## src/rtl/seg7_pkg.sv

```systemverilog
// Shared seven-segment definitions for the adder display path (encoder and capture receiver).
// Segment patterns are stored in active-high form, bit order {g,f,e,d,c,b,a}.
package seg7_pkg;

  localparam logic [6:0] SEG_BLANK = 7'b000_0000;

  // Index is the hex digit; entry 0 sits in the least significant slot.
  localparam logic [15:0][6:0] SEG_TABLE = {
    7'b1110001, 7'b1111001, 7'b1011110, 7'b0111001,  // F E d C
    7'b1111100, 7'b1110111, 7'b1101111, 7'b1111111,  // b A 9 8
    7'b0000111, 7'b1111101, 7'b1101101, 7'b1100110,  // 7 6 5 4
    7'b1001111, 7'b1011011, 7'b0000110, 7'b0111111   // 3 2 1 0
  };

  typedef enum logic [1:0] {
    IDLE   = 2'd0,
    SETTLE = 2'd1,
    ACCEPT = 2'd2
  } state_t;

  typedef struct packed {
    logic       carry;
    logic [3:0] digit;
  } result_t;

  function automatic logic [6:0] seg_encode(input logic [3:0] digit);
    return SEG_TABLE[digit];
  endfunction

endpackage

```

## src/rtl/seg7_decode.sv

```systemverilog
// Combinational seven-segment decoder: active-high pattern -> {hit, blank, digit}.
// A pattern that is neither a table entry nor blank reports hit=0, blank=0.
module seg7_decode
  import seg7_pkg::*;
(
  input  logic [6:0] i_pattern,
  output logic       o_hit,
  output logic       o_blank,
  output logic [3:0] o_digit
);

  logic [15:0] w_match;

  genvar gi;
  generate
    for (gi = 0; gi < 16; gi++) begin : g_match
      assign w_match[gi] = (i_pattern == SEG_TABLE[gi]);
    end
  endgenerate

  always_comb begin
    o_digit = 4'd0;
    for (int i = 0; i < 16; i++) begin
      if (w_match[i]) o_digit = 4'(i);
    end
  end

  assign o_hit   = |w_match;
  assign o_blank = (i_pattern == SEG_BLANK);

endmodule

```

## src/rtl/seg7_capture_rx.sv

```systemverilog
// Seven-segment capture receiver: samples the segment bus and carry, debounces with a stability
// counter, decodes to {carry, digit} and presents it on valid/ready. Optional stats: SEG7RX_STATS_EN.
module seg7_capture_rx
  import seg7_pkg::*;
#(
  parameter int unsigned STABLE_CYCLES = 4,
  parameter bit          ACTIVE_LOW    = 1'b1,
  parameter int unsigned CNT_W         = 8
) (
  input  logic             clk,
  input  logic             rst,
  input  logic [6:0]       seg_in,
  input  logic             cout_in,
  output logic             rx_valid,
  input  logic             rx_ready,
  output logic [4:0]       rx_data,
  output logic             illegal,
  output logic             overflow
`ifdef SEG7RX_STATS_EN
  ,
  output logic [CNT_W-1:0] stat_accepts,
  output logic [CNT_W-1:0] stat_illegals
`endif
);

  if ((STABLE_CYCLES < 1) || (64'(STABLE_CYCLES) > ((64'd1 << CNT_W) - 64'd1))) begin : g_bad_cfg
    $error("seg7_capture_rx: STABLE_CYCLES must be in 1..2**CNT_W-1");
  end

  localparam logic [CNT_W-1:0] CNT_ONE  = {{(CNT_W-1){1'b0}}, 1'b1};
  localparam logic [CNT_W-1:0] STABLE_N = CNT_W'(STABLE_CYCLES);

  logic [7:0]       r_sample;
  logic [7:0]       r_cand;
  logic [CNT_W-1:0] r_cnt;
  state_t           r_state;
  result_t          r_last;
  logic             r_last_vld;
  logic             r_rx_valid;
  logic [4:0]       r_rx_data;
  logic             r_illegal;
  logic             r_overflow;

  logic             w_hit;
  logic             w_blank;
  logic [3:0]       w_digit;
  result_t          w_result;
  logic             w_emit;
  logic             w_load;
  logic             w_bad;
  logic [CNT_W-1:0] w_cnt_inc;
  state_t           w_after_load;

  seg7_decode u_decode (
    .i_pattern (r_cand[6:0]),
    .o_hit     (w_hit),
    .o_blank   (w_blank),
    .o_digit   (w_digit)
  );

  assign w_result     = '{carry: r_cand[7], digit: w_digit};
  assign w_emit       = (r_state == ACCEPT) && w_hit && (!r_last_vld || (w_result != r_last));
  assign w_bad        = (r_state == ACCEPT) && !w_hit && !w_blank;
  assign w_load       = w_emit && (!r_rx_valid || rx_ready);
  assign w_cnt_inc    = (r_cnt == {CNT_W{1'b1}}) ? r_cnt : r_cnt + CNT_ONE;
  assign w_after_load = (STABLE_N == CNT_ONE) ? ACCEPT : SETTLE;

  // Carry is always active-high; only the segment bits follow ACTIVE_LOW.
  always_ff @(posedge clk or posedge rst) begin
    if (rst) begin
      r_sample <= 8'd0;
    end else begin
      r_sample <= {cout_in, (ACTIVE_LOW ? ~seg_in : seg_in)};
    end
  end

  always_ff @(posedge clk or posedge rst) begin
    if (rst) begin
      r_state    <= IDLE;
      r_cand     <= 8'd0;
      r_cnt      <= '0;
      r_last     <= '0;
      r_last_vld <= 1'b0;
      r_rx_valid <= 1'b0;
      r_rx_data  <= 5'd0;
      r_illegal  <= 1'b0;
      r_overflow <= 1'b0;
    end else begin
      case (r_state)
        IDLE: begin
          if (r_sample != r_cand) begin
            r_cand  <= r_sample;
            r_cnt   <= CNT_ONE;
            r_state <= w_after_load;
          end
        end
        SETTLE: begin
          if (r_sample != r_cand) begin
            r_cand  <= r_sample;
            r_cnt   <= CNT_ONE;
            r_state <= w_after_load;
          end else begin
            r_cnt <= w_cnt_inc;
            if (w_cnt_inc >= STABLE_N) r_state <= ACCEPT;
          end
        end
        ACCEPT:  r_state <= IDLE;
        default: r_state <= IDLE;
      endcase

      r_illegal <= w_bad;

      // A same-cycle handshake frees the slot, so the new value slides in without a bubble.
      if (w_load) begin
        r_rx_data  <= w_result;
        r_rx_valid <= 1'b1;
        r_last     <= w_result;
        r_last_vld <= 1'b1;
      end else begin
        if (w_emit) r_overflow <= 1'b1;
        if (r_rx_valid && rx_ready) r_rx_valid <= 1'b0;
      end
    end
  end

`ifdef SEG7RX_STATS_EN
  logic [CNT_W-1:0] r_stat_acc;
  logic [CNT_W-1:0] r_stat_ill;

  always_ff @(posedge clk or posedge rst) begin
    if (rst) begin
      r_stat_acc <= '0;
      r_stat_ill <= '0;
    end else begin
      if (w_load && (r_stat_acc != {CNT_W{1'b1}})) r_stat_acc <= r_stat_acc + CNT_ONE;
      if (w_bad && (r_stat_ill != {CNT_W{1'b1}})) r_stat_ill <= r_stat_ill + CNT_ONE;
    end
  end

  assign stat_accepts  = r_stat_acc;
  assign stat_illegals = r_stat_ill;
`endif

  assign rx_valid = r_rx_valid;
  assign rx_data  = r_rx_data;
  assign illegal  = r_illegal;
  assign overflow = r_overflow;

endmodule

```

## config.mk

```make
export PLATFORM = sky130hd
export DESIGN_NAME = seg7_capture_rx
export DESIGN_NICKNAME = d
export VERILOG_FILES = /design/src/rtl/seg7_pkg.sv /design/src/rtl/seg7_decode.sv /design/src/rtl/seg7_capture_rx.sv
export SDC_FILE = /design/constraint.sdc
export NUM_CORES = 1
export LEC_CHECK = 0
export CORE_MARGIN = 4
export CORE_UTILIZATION = 57
export DETAILED_ROUTE_END_ITERATION = 10
export PLACE_DENSITY = 0.79
export SLEW_MARGIN = 5
export SYNTH_ARGS = -nofsm -noshare
export SYNTH_HDL_FRONTEND = slang
export SYNTH_SLANG_ARGS = --single-unit
export TNS_END_PERCENT = 100
```

## constraint.sdc

```tcl
create_clock -name clk -period 3.5 [get_ports clk]
set_input_delay 0.35 -clock clk [delete_from_list [all_inputs] [get_ports clk]]
set_output_delay 0.35 -clock clk [all_outputs]
set_load 0.005 [all_outputs]
```

[Yosys cells after proc, flatten, opt, wreduce, memory -nomap -nowiden]
Index checks and enable logic that the tools add are counted.
Storage, ports and cells
  bits in registers: 40
  bits of input ports: 11
  word-level logic and storage cells: 85
  output and inout port bits: 8
Operators by class
  reduce and logical (&&, ||, !) cells: 22
  bitwise operators: 2
  $add $sub $neg: 1
  equal/unequal tests: 23
  $lt $le $gt $ge: 1
  mux-type cells: 25
Operators with widths (count)
  $eq 7x7->1 const B: 12
  $mux 4: 8
  $mux 8: 3
  $pmux 8 s2: 1
  $reduce_or 16->1: 1
  $eq 7x3->1 const B: 2
  $eq 7x6->1 const B: 2
  $mux 3: 4
  $mux 2: 5
  $add 8x1->8 const B: 1
  $eq 8x8->1 const B: 1
  $ge 8x3->1 const B: 1
  $ne 8x8->1: 1
  $reduce_and 2->1: 4
  $logic_not 7->1: 1
  $not 7->7: 1
  $logic_and 1x1->1: 6
  $ne 5x5->1: 1
  $logic_not 1->1: 4
  $pmux 2 s2: 1
  $reduce_bool 2->1: 2
  $mux 1: 3
  $ne 3x3->1 const B: 1
  $eq 2x1->1 const B: 1
  6 further kinds: 7

[Logic depth before layout (Yosys ltp)]
  depth after elaboration: 22
  mapped depth: 9
  depth with buffers taken out: 7

[Cells and area by module]
A second synthesis with hierarchy kept.
Second synthesis, totals
  cell total of the unflattened synthesis: 187
  area, all modules: 1950.6 um2
By module, submodules not included
  seg7_capture_rx: cells an instance 133, seq. area each 875.8 um2, instances 1, area an instance 1599.0 um2
  seg7_decode: cells an instance 54, seq. area each 0.0 um2, instances 1, area an instance 351.6 um2

[Worst setup path after synthesis]
No wires, ideal clock.
  path type: register to register
  from: register r_cand[5]
  to: register r_last[1] (netlist name)
  required time: 3.372 ns
  stages on the path, launching flop included: 8
  arrival: 2.431 ns
  clock period less this slack: 2.558 ns
  buffers on the path: 0
  setup slack: 0.942 ns
  setup time: 0.128 ns
  path through: dfrtp_1 > or2_1 > or4_4 > o21a_4 > and3_1 > a2111o_1 > o21ai_4 > mux2_1
Between the ends
  longest elaborated chain between the ends: 20
  elaborated cells between the ends (all ways): 37
  classes of those cells: eq/ne: 17; mux: 15; reduce/logical: 5
RTL lines
  start, declared: RTL line seg7_capture_rx.sv:34  | logic [7:0] r_cand;
  start signal, assigned: RTL line seg7_capture_rx.sv:92  | r_cand <= r_sample;
  start signal, assigned: RTL line seg7_capture_rx.sv:99  | r_cand <= r_sample;
  $eq 7x3->1: RTL line seg7_decode.sv:17  | assign w_match[gi] = (i_pattern == SEG_TABLE[gi]);
  $mux 1: RTL line seg7_decode.sv:24  | if (w_match[i]) o_digit = 4'(i);
  $mux 2 (2 in series): RTL line seg7_decode.sv:24
  $mux 3 (4 in series): RTL line seg7_decode.sv:24
  $mux 4 (8 in series): RTL line seg7_decode.sv:24
  $ne 5x5->1: RTL line seg7_capture_rx.sv:62  | assign w_emit = (r_state == ACCEPT) && w_hit && (!r_last_vld || (w_result != r_last));
  $logic_or 1x1->1: RTL line seg7_capture_rx.sv:62
  $logic_and 1x1->1: RTL line seg7_capture_rx.sv:62
  $logic_and 1x1->1: RTL line seg7_capture_rx.sv:64  | assign w_load = w_emit && (!r_rx_valid || rx_ready);
  end signal, assigned: RTL line seg7_capture_rx.sv:117  | r_last <= w_result;
  end, declared: RTL line seg7_capture_rx.sv:37  | result_t r_last;
Several ways; a longest one is shown, not always the timed one.
A chain may end at the register's enable or synchronous reset.

[Worst setup path after layout]
  from: register r_cand[0]
  to: register r_last[4] (netlist name)
Between the ends
  longest elaborated chain between the ends: 20
  elaborated cells between the ends (all ways): 37
  classes of those cells: eq/ne: 17; mux: 15; reduce/logical: 5
RTL lines (RTL line)
  $eq 7x3->1: seg7_decode.sv:17
  $mux 1: seg7_decode.sv:24
  $mux 2 (2 in series): seg7_decode.sv:24
  $mux 3 (4 in series): seg7_decode.sv:24
  $mux 4 (8 in series): seg7_decode.sv:24
  $ne 5x5->1: seg7_capture_rx.sv:62
  $logic_or 1x1->1: seg7_capture_rx.sv:62
  $logic_and 1x1->1 (*): seg7_capture_rx.sv:62
  $logic_and 1x1->1 (*): seg7_capture_rx.sv:64
Every way passes the cells marked *; elsewhere a longest branch is shown, timed or not.

==> impl_metrics.ini <==
[synth]
yosys.area.top_type_share_pct = 42.32
ys_ff_latch = 35
synth_area_leader_cell = dfrtp_1
synth_nets = 228
synthFlopType = dfrtp_1
netlist-cell-type-count = 54
syn_avg_cell_area_sq_um = 9.581
synth-edff-count = 0
postSynthCellCount = 216
syn_area_sq_um = 2069
async_flop_share_pct = 100.0
yosys_warnings = 0
ys_seq_area_share_pct = 42.32
synthTopCellsByArea = dfrtp_1 (42%), xnor2_1 (4.7%), mux2_2 (3.8%), o21ai_0 (3.4%), nand2_1 (3.1%)

[clocking]
cts_buffer_depth = 2
cts_post_setup_buffers_inserted = 0
hold_buffers = 0
cts_sinks = 35
cts_tree = built
clk_latency_ns = 0.33
clock-root-buffer = clkbuf_4
clk_pin_slew_ns = 0.10
cts_buffers = 5
htreeDepth = 2
post_cts_resized = 0

[sta]
totalNegativeSetupSlack_ns = 0
min_period_ns = 2.866
rsz0062_at_grt = no
setup_viol_count_final = 0
period_share_pct = 81.88
timing.final.hold_violations = 0
skew_ns = 0.01141
worstMarginPinSlew_ns = 0.9404
final_max_slew_viol_count = 0
max-slew-margin-rel_pct = 37.24
max_freq_ghz = 0.3490

[routing]
drc = 0
drt_iter0_drc = 110
wl_per_cell_um = 14.48
via_count = 1643
drtPass1Iterations = 4
antenna_left = 0
vias_per_cell = 5.868
drt-total-wl_um = 4053

[setup_path]
r2r_setup_slack_ns = 0.63
worstReg2RegEnd = r_last[4]$_DFFE_PP0P_
startpoint_type = flop
worst-r2r-cell-count = 7
required_ns = 3.72
r2r_start = r_cand[0]$_DFFE_PP0P_
worstPathArrival_ns = 3.09
path_class = reg2reg
end_kind = flop
crit_fanout = 18
endpoint = r_last[4]$_DFFE_PP0P_
startpoint = r_cand[0]$_DFFE_PP0P_

[placed_design]
placed_cells = 273
place_hpwl_um = 3007
placed_area_sq_um = 2243
port_buffers = 18
gp_congestion = 0.8400

[finish]
final_cell_mix = dfrtp_1 (35), clkdlybuf4s50_1 (18), nand2_1 (17)
diodes = 0
drive_above_1_share_pct = 12.39
multi_input_area_sq_um = 1055
stdcell_area_sq_um = 2300
nNetsFinal = 246
num-fill-cells = 273
fin_cells = 280
regArea_sq_um = 875.8
layout_commonest_cell = dfrtp_1
area_growth_pct = 11.12

[global_route]
grt_pass1_vias = 1573
grt.total_usage_pct = 20.22
grt_first_pass_wirelength_um = 7086
antenna_found_initial = 0
overflow = 0
grt_max_degree = 27

[power_and_ir_drop]
power_frac_comb_pct = 9.5
switchingPower_uw = 180.3
clock_power_share_pct = 30.0
p_leak_nw = 0.9613
vdd_drop_max_uv = 322.3
switching_share_pct = 24.90
power_density_nw_per_um2 = 314.9
seq_power_share_pct = 60.5
internal-power_uw = 543.8

[status]
status = complete, no violations

[floorplanning]
fp.dieH_um = 68.26
placementRows = 21
core-area_sq_um = 3416
fp.dieW_um = 68.26
num_io_pins = 19
die_area_sq_um = 4659
start_util_pct = 60.59

[job]
drv_cap = 0

[min_path]
min_path_type = in2reg
-- through the flow --
step	total power [mW]	worst slack, ns	utilization [%]	hold WS (ns)
after global routing	0.7616	0.4221	67.33	0.4261
final	0.7241	0.6344	67.33	0.4520
after global placement	0.5128	0.7284	65.68	0.4640
after CTS	0.7319	0.6393	67.33	0.4414
after detailed placement	0.5143	0.6537	65.68	0.4689
after floorplan	0.4964	0.9416	-	0.3814
-- layout make-up --
type / count / share of cell area (%)
sequential: 35 / 38.08
multi-input combinational: 157 / 45.86
inverter: 14 / 2.285
clock buffer: 6 / 2.231
timing repair buffer: 21 / 8.814
tap: 46 / 2.503
clock inverter: 1 / 0.2176
-- routing by layer --
| metal | track usage [%] | vias to the layer above | wire length (um) |
|---|---|---|---|
| li1 | - | 810 | - |
| met5 | 0 | - | 0 |
| met2 | 32.97 | 40 | 1993 |
| met1 | 26.49 | 783 | 1799 |
| met3 | 4.598 | 10 | 170 |
| met4 | 6.700 | 0 | 89 |
-- power by group through the flow --
stage | Clock [mW] | Sequential, mW | Combinational [mW]
after floorplan | 0 | 0.430 | 0.0662
after detailed placement | 0 | 0.445 | 0.0688
after global placement | 0 | 0.445 | 0.0680
after CTS | 0.225 | 0.438 | 0.0694
final | 0.217 | 0.438 | 0.0685
after global routing | 0.243 | 0.441 | 0.0767
-- synthesized netlist by cell type (all sizes together), types with 5 or more instances --
library cell / number
dfrtp: 35
nand2: 17
o21ai: 15
inv: 14
nor2: 14
a21oi: 12
xnor2: 11
mux2: 10
nand3: 10
clkbuf: 7
a31oi: 5
nand2b: 5
-- cells by family after synthesis --
kind of cell | after synthesis | synth area share (%)
compound gates | 45 | 14.09
xor+xnor | 14 | 5.925
fa+ha+maj | 1 | 0.6045
buf+inv | 24 | 6.710
flops | 35 | 42.32
mux | 11 | 5.925
simple gates | 86 | 24.43
-- critical path, cell delays in order (launching register included) --
cell	delay, ns
dfrtp_1	0.70
nand2_1	0.17
or4_4	0.53
o21a_4	0.14
and3_1	0.18
a2111o_1	0.44
o21ai_4	0.25
mux2_1	0.35
-- state kept, by name, indices dropped and copies added (netlist names) --
signal      count
r_cand          8
r_cnt           8
r_sample        8
r_last          4
r_state         2
illegal         1
overflow        1
r_last_vld      1
rx_data         1
rx_valid        1
-- how the worst min path moves through the flow --
stage	startpoint	to	slack [ns]	cells after the start
global route	cout_in	r_sample[7]$_DFF_PP0_	0.43	1
floorplan	cout_in	r_sample[7]$_DFF_PP0_	0.38	0
finish	cout_in	r_sample[7]$_DFF_PP0_	0.45	1
global placement	overflow$_DFFE_PP0P_	overflow$_DFFE_PP0P_	0.46	1
detailed placement	overflow$_DFFE_PP0P_	overflow$_DFFE_PP0P_	0.47	1
CTS	cout_in	r_sample[7]$_DFF_PP0_	0.44	1
Power figures use the tool's default switching activity.
